[src/rtl/tcp_rx_msg_gen.sv]
// Receive-side segment classifier: filters parsed TCP headers, maps flags to rx_msg_t
// events queued in a small first-word-fall-through FIFO, and tracks RCV.NXT.
package tcp_pkg;
  typedef enum logic [1:0] {
    RX_MSG_NOP         = 2'd0,
    RX_MSG_RECV_SYNACK = 2'd1,
    RX_MSG_RECV_ACK    = 2'd2,
    RX_MSG_RECV_FIN    = 2'd3
  } rx_msg_t;
endpackage

module tcp_rx_msg_gen
  import tcp_pkg::*;
#(
  parameter int MSG_DEPTH = 2,
  parameter int CNT_W     = 16
) (
  input  logic             i_clk,
  input  logic             i_rst,
  input  logic             i_enable,
  input  logic             i_seg_valid,
  output logic             o_seg_ready,
  input  logic [7:0]       i_seg_flags,
  input  logic [31:0]      i_seg_seq,
  input  logic [31:0]      i_seg_ack,
  input  logic [15:0]      i_seg_src_port,
  input  logic [15:0]      i_seg_dst_port,
  input  logic [15:0]      i_seg_len,
  input  logic [15:0]      i_local_port,
  input  logic [15:0]      i_remote_port,
  input  logic [31:0]      i_snd_nxt,
  output rx_msg_t          o_rx_msg,
  output logic             o_rx_msg_valid,
  input  logic             i_rx_msg_ack,
  output logic [31:0]      o_rcv_nxt,
  output logic             o_rcv_nxt_valid,
  output logic [CNT_W-1:0] o_drop_count
);

  localparam int AW = (MSG_DEPTH > 1) ? $clog2(MSG_DEPTH) : 1;
  localparam logic [AW-1:0]  PTR_ONE  = AW'(1);
  localparam logic [AW:0]    OCC_ONE  = (AW + 1)'(1);
  localparam logic [AW:0]    OCC_FULL = (AW + 1)'(MSG_DEPTH);
  localparam logic [CNT_W-1:0] CNT_ONE = CNT_W'(1);

  localparam int FIN_BIT = 0;
  localparam int SYN_BIT = 1;
  localparam int RST_BIT = 2;
  localparam int ACK_BIT = 4;

  rx_msg_t          msg_mem_reg [MSG_DEPTH];
  logic [AW-1:0]    wr_ptr_reg, rd_ptr_reg;
  logic [AW:0]      count_reg;
  logic [31:0]      rcv_nxt_reg, rcv_nxt_next;
  logic             rcv_nxt_valid_reg, rcv_nxt_valid_next;
  logic [CNT_W-1:0] drop_count_reg;

  logic    fifo_full, fifo_empty, accept, pop, push, drop;
  rx_msg_t msg_next;
  logic [31:0] seq_plus_len;

  assign fifo_full    = (count_reg == OCC_FULL);
  assign fifo_empty   = (count_reg == '0);
  // Ready looks only at current occupancy; a same-cycle pop does not open a slot.
  assign o_seg_ready  = i_enable & ~i_rst & ~fifo_full;
  assign accept       = i_seg_valid & o_seg_ready;
  assign pop          = i_rx_msg_ack & ~fifo_empty;
  assign seq_plus_len = i_seg_seq + {16'd0, i_seg_len};

  always_comb begin
    push               = 1'b0;
    drop               = 1'b0;
    msg_next           = RX_MSG_NOP;
    rcv_nxt_next       = rcv_nxt_reg;
    rcv_nxt_valid_next = rcv_nxt_valid_reg;
    if (accept) begin
      if (i_seg_dst_port != i_local_port || i_seg_src_port != i_remote_port) begin
        drop = 1'b1;
      end else if (i_seg_flags[RST_BIT]) begin
        drop = 1'b1;
      end else if (i_seg_flags[SYN_BIT]) begin
        if (i_seg_flags[ACK_BIT] && i_seg_ack == i_snd_nxt) begin
          push               = 1'b1;
          msg_next           = RX_MSG_RECV_SYNACK;
          rcv_nxt_next       = i_seg_seq + 32'd1;
          rcv_nxt_valid_next = 1'b1;
        end else begin
          drop = 1'b1;
        end
      end else if (!rcv_nxt_valid_reg || i_seg_seq != rcv_nxt_reg) begin
        drop = 1'b1;
      end else if (i_seg_flags[FIN_BIT]) begin
        push         = 1'b1;
        msg_next     = RX_MSG_RECV_FIN;
        rcv_nxt_next = seq_plus_len + 32'd1;
      end else if (i_seg_flags[ACK_BIT]) begin
        push         = 1'b1;
        msg_next     = RX_MSG_RECV_ACK;
        rcv_nxt_next = seq_plus_len;
      end else begin
        drop = 1'b1;
      end
    end
  end

  always_ff @(posedge i_clk) begin
    if (i_rst) begin
      wr_ptr_reg        <= '0;
      rd_ptr_reg        <= '0;
      count_reg         <= '0;
      rcv_nxt_reg       <= '0;
      rcv_nxt_valid_reg <= 1'b0;
      drop_count_reg    <= '0;
    end else if (!i_enable) begin
      wr_ptr_reg        <= '0;
      rd_ptr_reg        <= '0;
      count_reg         <= '0;
      rcv_nxt_reg       <= '0;
      rcv_nxt_valid_reg <= 1'b0;
    end else begin
      if (push) wr_ptr_reg <= wr_ptr_reg + PTR_ONE;
      if (pop)  rd_ptr_reg <= rd_ptr_reg + PTR_ONE;
      if (push && !pop)      count_reg <= count_reg + OCC_ONE;
      else if (pop && !push) count_reg <= count_reg - OCC_ONE;
      rcv_nxt_reg       <= rcv_nxt_next;
      rcv_nxt_valid_reg <= rcv_nxt_valid_next;
      if (drop && drop_count_reg != '1) drop_count_reg <= drop_count_reg + CNT_ONE;
    end
  end

  // Payload storage needs no reset: the empty flag masks stale entries.
  always_ff @(posedge i_clk) begin
    if (push) msg_mem_reg[wr_ptr_reg] <= msg_next;
  end

  assign o_rx_msg        = fifo_empty ? RX_MSG_NOP : msg_mem_reg[rd_ptr_reg];
  assign o_rx_msg_valid  = ~fifo_empty;
  assign o_rcv_nxt       = rcv_nxt_reg;
  assign o_rcv_nxt_valid = rcv_nxt_valid_reg;
  assign o_drop_count    = drop_count_reg;

endmodule

[config.mk]
export PLATFORM = sky130hd
export DESIGN_NAME = tcp_rx_msg_gen
export DESIGN_NICKNAME = d
export VERILOG_FILES = /design/src/rtl/tcp_rx_msg_gen.sv
export SDC_FILE = /design/constraint.sdc
export NUM_CORES = 1
export LEC_CHECK = 0
export ABC_CLOCK_PERIOD_IN_PS = 10200
export BUFFER_PORTS_ARGS = -buffer_cell sky130_fd_sc_hd__buf_2
export CAP_MARGIN = 20
export CORE_MARGIN = 10
export CORE_UTILIZATION = 45
export CTS_CLUSTER_SIZE = 30
export DETAILED_ROUTE_END_ITERATION = 8
export PLACE_DENSITY = 0.73
export SYNTH_ARGS = -nofsm -noshare
export SYNTH_HDL_FRONTEND = slang
export SYNTH_SLANG_ARGS = --single-unit
[constraint.sdc]
create_clock -name i_clk -period 10.2 [get_ports i_clk]
set_input_delay 0.51 -clock i_clk [delete_from_list [all_inputs] [get_ports i_clk]]
set_output_delay 0.51 -clock i_clk [all_outputs]
set_load 0.02 [all_outputs]
==> flow_summary.yaml <==
critical_path:
  reg2reg_to: "count_reg[1]"
  crit_type: "in -> reg"
  timing.critical_path.to: "o_rcv_nxt[31]"
  crit-reg2reg-launch: "o_rcv_nxt[15]"
  rr_worst_depth: 10
  worst-endpoint-required_ns: 10.42
  crit_arrival_ns: 4.13
  worstSetupStartpointType: "primary input"
  crit_path_max_fanout: 10
  timing.critical_path.to_type: "flop"
  r2r_setup_slack_ns: 7.29
  startpoint: "i_seg_seq[0]"
place:
  place.detailed.hpwl_um: 19700
  dpl-instance-area_mm2: 0.00801
  placement.io_buffers: 237
  finalWeightedCongestion: 0.927
  pre_cts_slack_ns: 5.95
sta:
  final_max_slew_viol_count: 0
  layout_worst_path_cycle_share_pct: 38.3
  finalClockSkew_ns: 0.00658
  sum_neg_setup_slack_ns: 0
  maxSlewHeadroom_pct: 46.1
  setup_repair_after_global_routing_missed_its_margin: "false"
  report.final.hold_viol_count: 0
  postLayoutSetupSlackWorst_ns: 6.29
  max_freq_mhz: 256
  setup_viol: 0
  period_needed_ns: 3.91
  worst_margin_slew_ns: 0.808
detailed_routing:
  drt_drc_violations_left: 0
  antenna_left: 0
  drtPass1Iterations: 5
  routed_wire_length_per_instance_um: 18.5
  via_count: 7389
  routed_via_density: 5.76
  initial_detailed_routing_violation_count: 410
  wirelength_um: 23700
pwr:
  internal_power_of_the_cells_w: 0.000540
  vdd_ir_drop_max_uv: 65.3
  sw_frac_of_total_pct: 33.0
  comb_power_share_pct: 32.5
  power.static_leakage_nw: 3.62
  p_seq_share_pct: 28.5
  p_clk_share_pct: 39.1
  netSwitchingPower_w: 0.000266
  power_per_cell_area_mw_per_mm2: 96.9
yosys:
  yosys_warnings: 0
  post_synth.cell_area_avg_um2: 7.64
  netlist-cell-type-count: 86
  post_synth_instance_area_mm2: 0.00677
  yosysSeqAreaShare_pct: 17.8
  synth-async-reset-ratio_pct: 0
  synth_fp_nets: 1095
  postSynthCellCount: 885
  synth_ff_type: "sky130_fd_sc_hd__dfxtp_1"
  synth_enable_flop_cells: 4
  ys_ff_latch: 58
cells_and_area:
  num-nets-final: 1301
  final_design_area_no_fill_mm2: 0.00833
  drive_gt1_share_pct: 27.1
  largest_reg_flops: 32
  flow.area_growth_from_synthesis_pct: 23.1
  utilization_pct: 56.9
min_path:
  worst_hold_path_type: "reg -> reg"
grt:
  grt_start_max_net_pins: 55
  global_route_wire_length_before_repair_um: 36300
  first_global_vias: 6894
  overflow_left_after_global_routing: 0
  grt_use_total_pct: 22.0
  initial_antenna_violation_count: 2
job:
  max_cap_viol_count: 0
clock_network:
  cts_root_buffer: "sky130_fd_sc_hd__clkbuf_16"
  cts_tree: "yes"
  cts_repair_resize_count: 0
  postcts_setup_bufs: 0
  clock_buffers_created_by_tritoncts: 9
  clk_pin_slew_ns: 0.05
  clock_tree.buffer_depth: 2
  cts.hold.buffers_added: 0
  htree_levels: 3
  clock_latency_late_sink_ns: 0.33
  clock-sinks: 58
floorplanning:
  fp-row-count: 44
  floorplan.die_area_mm2: 0.0203
  floorplan.initialDensity_pct: 46.2
  core_mm2: 0.0146
  boundaryPins: 242
  die_width_um: 143
  floorplan.die.height_um: 143
run_status:
  status: "finished, final reports clean"
-- critical path, stage by stage --
cell and delay [ns]:
sky130_fd_sc_hd__buf_2 0.13, sky130_fd_sc_hd__ha_1 0.24, sky130_fd_sc_hd__fa_1 0.42, sky130_fd_sc_hd__a211o_2 0.36, sky130_fd_sc_hd__a41oi_4 0.39, sky130_fd_sc_hd__o22a_4 0.28
sky130_fd_sc_hd__a21o_1 0.40, sky130_fd_sc_hd__xnor2_2 0.20, sky130_fd_sc_hd__nand4_4 0.19, sky130_fd_sc_hd__nor3_1 0.44, sky130_fd_sc_hd__nand4_1 0.21, sky130_fd_sc_hd__xnor2_1 0.17
sky130_fd_sc_hd__a22o_1 0.18
-- kinds of logic (layout without fill, tap and decap cells) --
group | count (synthesis) | count (layout) | synth area share (%)
DFF | 58 | 58 | 17.8
other | 0 | 2 | 0
AOI/OAI and AO/OA | 168 | 168 | 18.0
buffers and inverters | 63 | 274 | 4.03
and+or+nand+nor | 382 | 382 | 30.7
adders and majority gates | 21 | 21 | 3.99
muxes | 20 | 20 | 3.03
xor gates and xnor gates | 173 | 173 | 22.5
-- worst min path at each step --
stage	from	slack, ns	to	cells after the start
after detailed placement	o_rcv_nxt[11]	0.47	o_rcv_nxt[11]	2
after global routing	o_rcv_nxt[2]	0.50	o_rcv_nxt[2]	2
after CTS	o_rcv_nxt[11]	0.48	o_rcv_nxt[11]	2
final	o_rcv_nxt[11]	0.48	o_rcv_nxt[11]	2
after floorplan	count_reg[1]	0.47	count_reg[1]	2
after global placement	o_rcv_nxt[2]	0.46	o_rcv_nxt[2]	2
-- through the flow --
stage	instances	total power [W]	hold WS (ns)
detailed placement	1264	0.000493	0.470
global placement	1264	0.000489	0.462
floorplan	885	0.000411	0.471
CTS	1280	0.000808	0.476
global route	1282	0.000844	0.501
finish	1282	0.000806	0.476
-- layer usage --
layer	vias to the layer above	GRT usage [%]	wire length, um
met4	0	7.44	655
li1	3642	-	-
met2	305	38.2	11500
met3	51	5.14	2010
met1	3391	25.9	9590
met5	-	0	0
-- cell usage in the layout, fill, tap and decap left out, drive strengths merged, types with 28 or more instances in the layout --
master  instances
xor2          131
xnor2          42
nor2           91
buf           242
nor4           36
dfxtp          54
nand2          63
nor3           28
nand3          44
nand4          34
a21oi          44
o21ai          30
-- cell type report --
cell class / instances / area, um2
inverters: 16 / 60.1
flip-flops and latches: 58 / 1200
repair buffers: 242 / 1220
diodes: 2 / 5.00
clock inverters: 6 / 63.8
multi-input cells: 764 / 5290
fillers: 1416 / 6320
clock buffers: 10 / 250
well taps: 184 / 230
-- cells in the mapped netlist (4+ instances only) --
library cell / number / area (um2)
sky130_fd_sc_hd__xor2_1: 131 / 1150
sky130_fd_sc_hd__nor2_1: 90 / 338
sky130_fd_sc_hd__nand2_1: 63 / 236
sky130_fd_sc_hd__dfxtp_1: 54 / 1080
sky130_fd_sc_hd__a21oi_1: 43 / 215
sky130_fd_sc_hd__nand3_1: 42 / 210
sky130_fd_sc_hd__xnor2_1: 41 / 359
sky130_fd_sc_hd__nand4_1: 32 / 200
sky130_fd_sc_hd__nor4_1: 32 / 200
sky130_fd_sc_hd__clkbuf_1: 27 / 101
sky130_fd_sc_hd__o21ai_0: 25 / 125
sky130_fd_sc_hd__nor3_1: 24 / 120
sky130_fd_sc_hd__and3_1: 22 / 138
sky130_fd_sc_hd__ha_1: 20 / 250
sky130_fd_sc_hd__mux2i_1: 19 / 190
sky130_fd_sc_hd__a211oi_1: 16 / 120
sky130_fd_sc_hd__inv_1: 15 / 56.3
sky130_fd_sc_hd__buf_2: 14 / 70.1
sky130_fd_sc_hd__and2_1: 10 / 62.6
sky130_fd_sc_hd__or3_1: 10 / 62.6
sky130_fd_sc_hd__a21o_1: 9 / 67.6
sky130_fd_sc_hd__nor2b_1: 7 / 43.8
sky130_fd_sc_hd__a31oi_1: 6 / 37.5
sky130_fd_sc_hd__nand2b_1: 6 / 37.5
sky130_fd_sc_hd__o211ai_1: 6 / 45.0
sky130_fd_sc_hd__o21a_1: 6 / 45.0
sky130_fd_sc_hd__and4_1: 5 / 43.8
sky130_fd_sc_hd__o21ai_1: 5 / 25.0
sky130_fd_sc_hd__a211o_1: 4 / 35.0
sky130_fd_sc_hd__a22o_1: 4 / 35.0
sky130_fd_sc_hd__edfxtp_1: 4 / 120
sky130_fd_sc_hd__nand3b_1: 4 / 30.0
sky130_fd_sc_hd__nand4b_1: 4 / 35.0
sky130_fd_sc_hd__nor4_2: 4 / 50.1
sky130_fd_sc_hd__o31a_1: 4 / 35.0
sky130_fd_sc_hd__or4_1: 4 / 30.0
-- power by group through the flow --
stage                     Clock [W]  Sequential (W)  Combinational, W
final                      0.000315        0.000229          0.000262
after global routing       0.000328        0.000229          0.000286
after CTS                  0.000318        0.000229          0.000260
after detailed placement          0        0.000234          0.000258
after global placement            0        0.000234          0.000254
after floorplan                   0        0.000235          0.000176
Power figures use the tool's default switching activity.
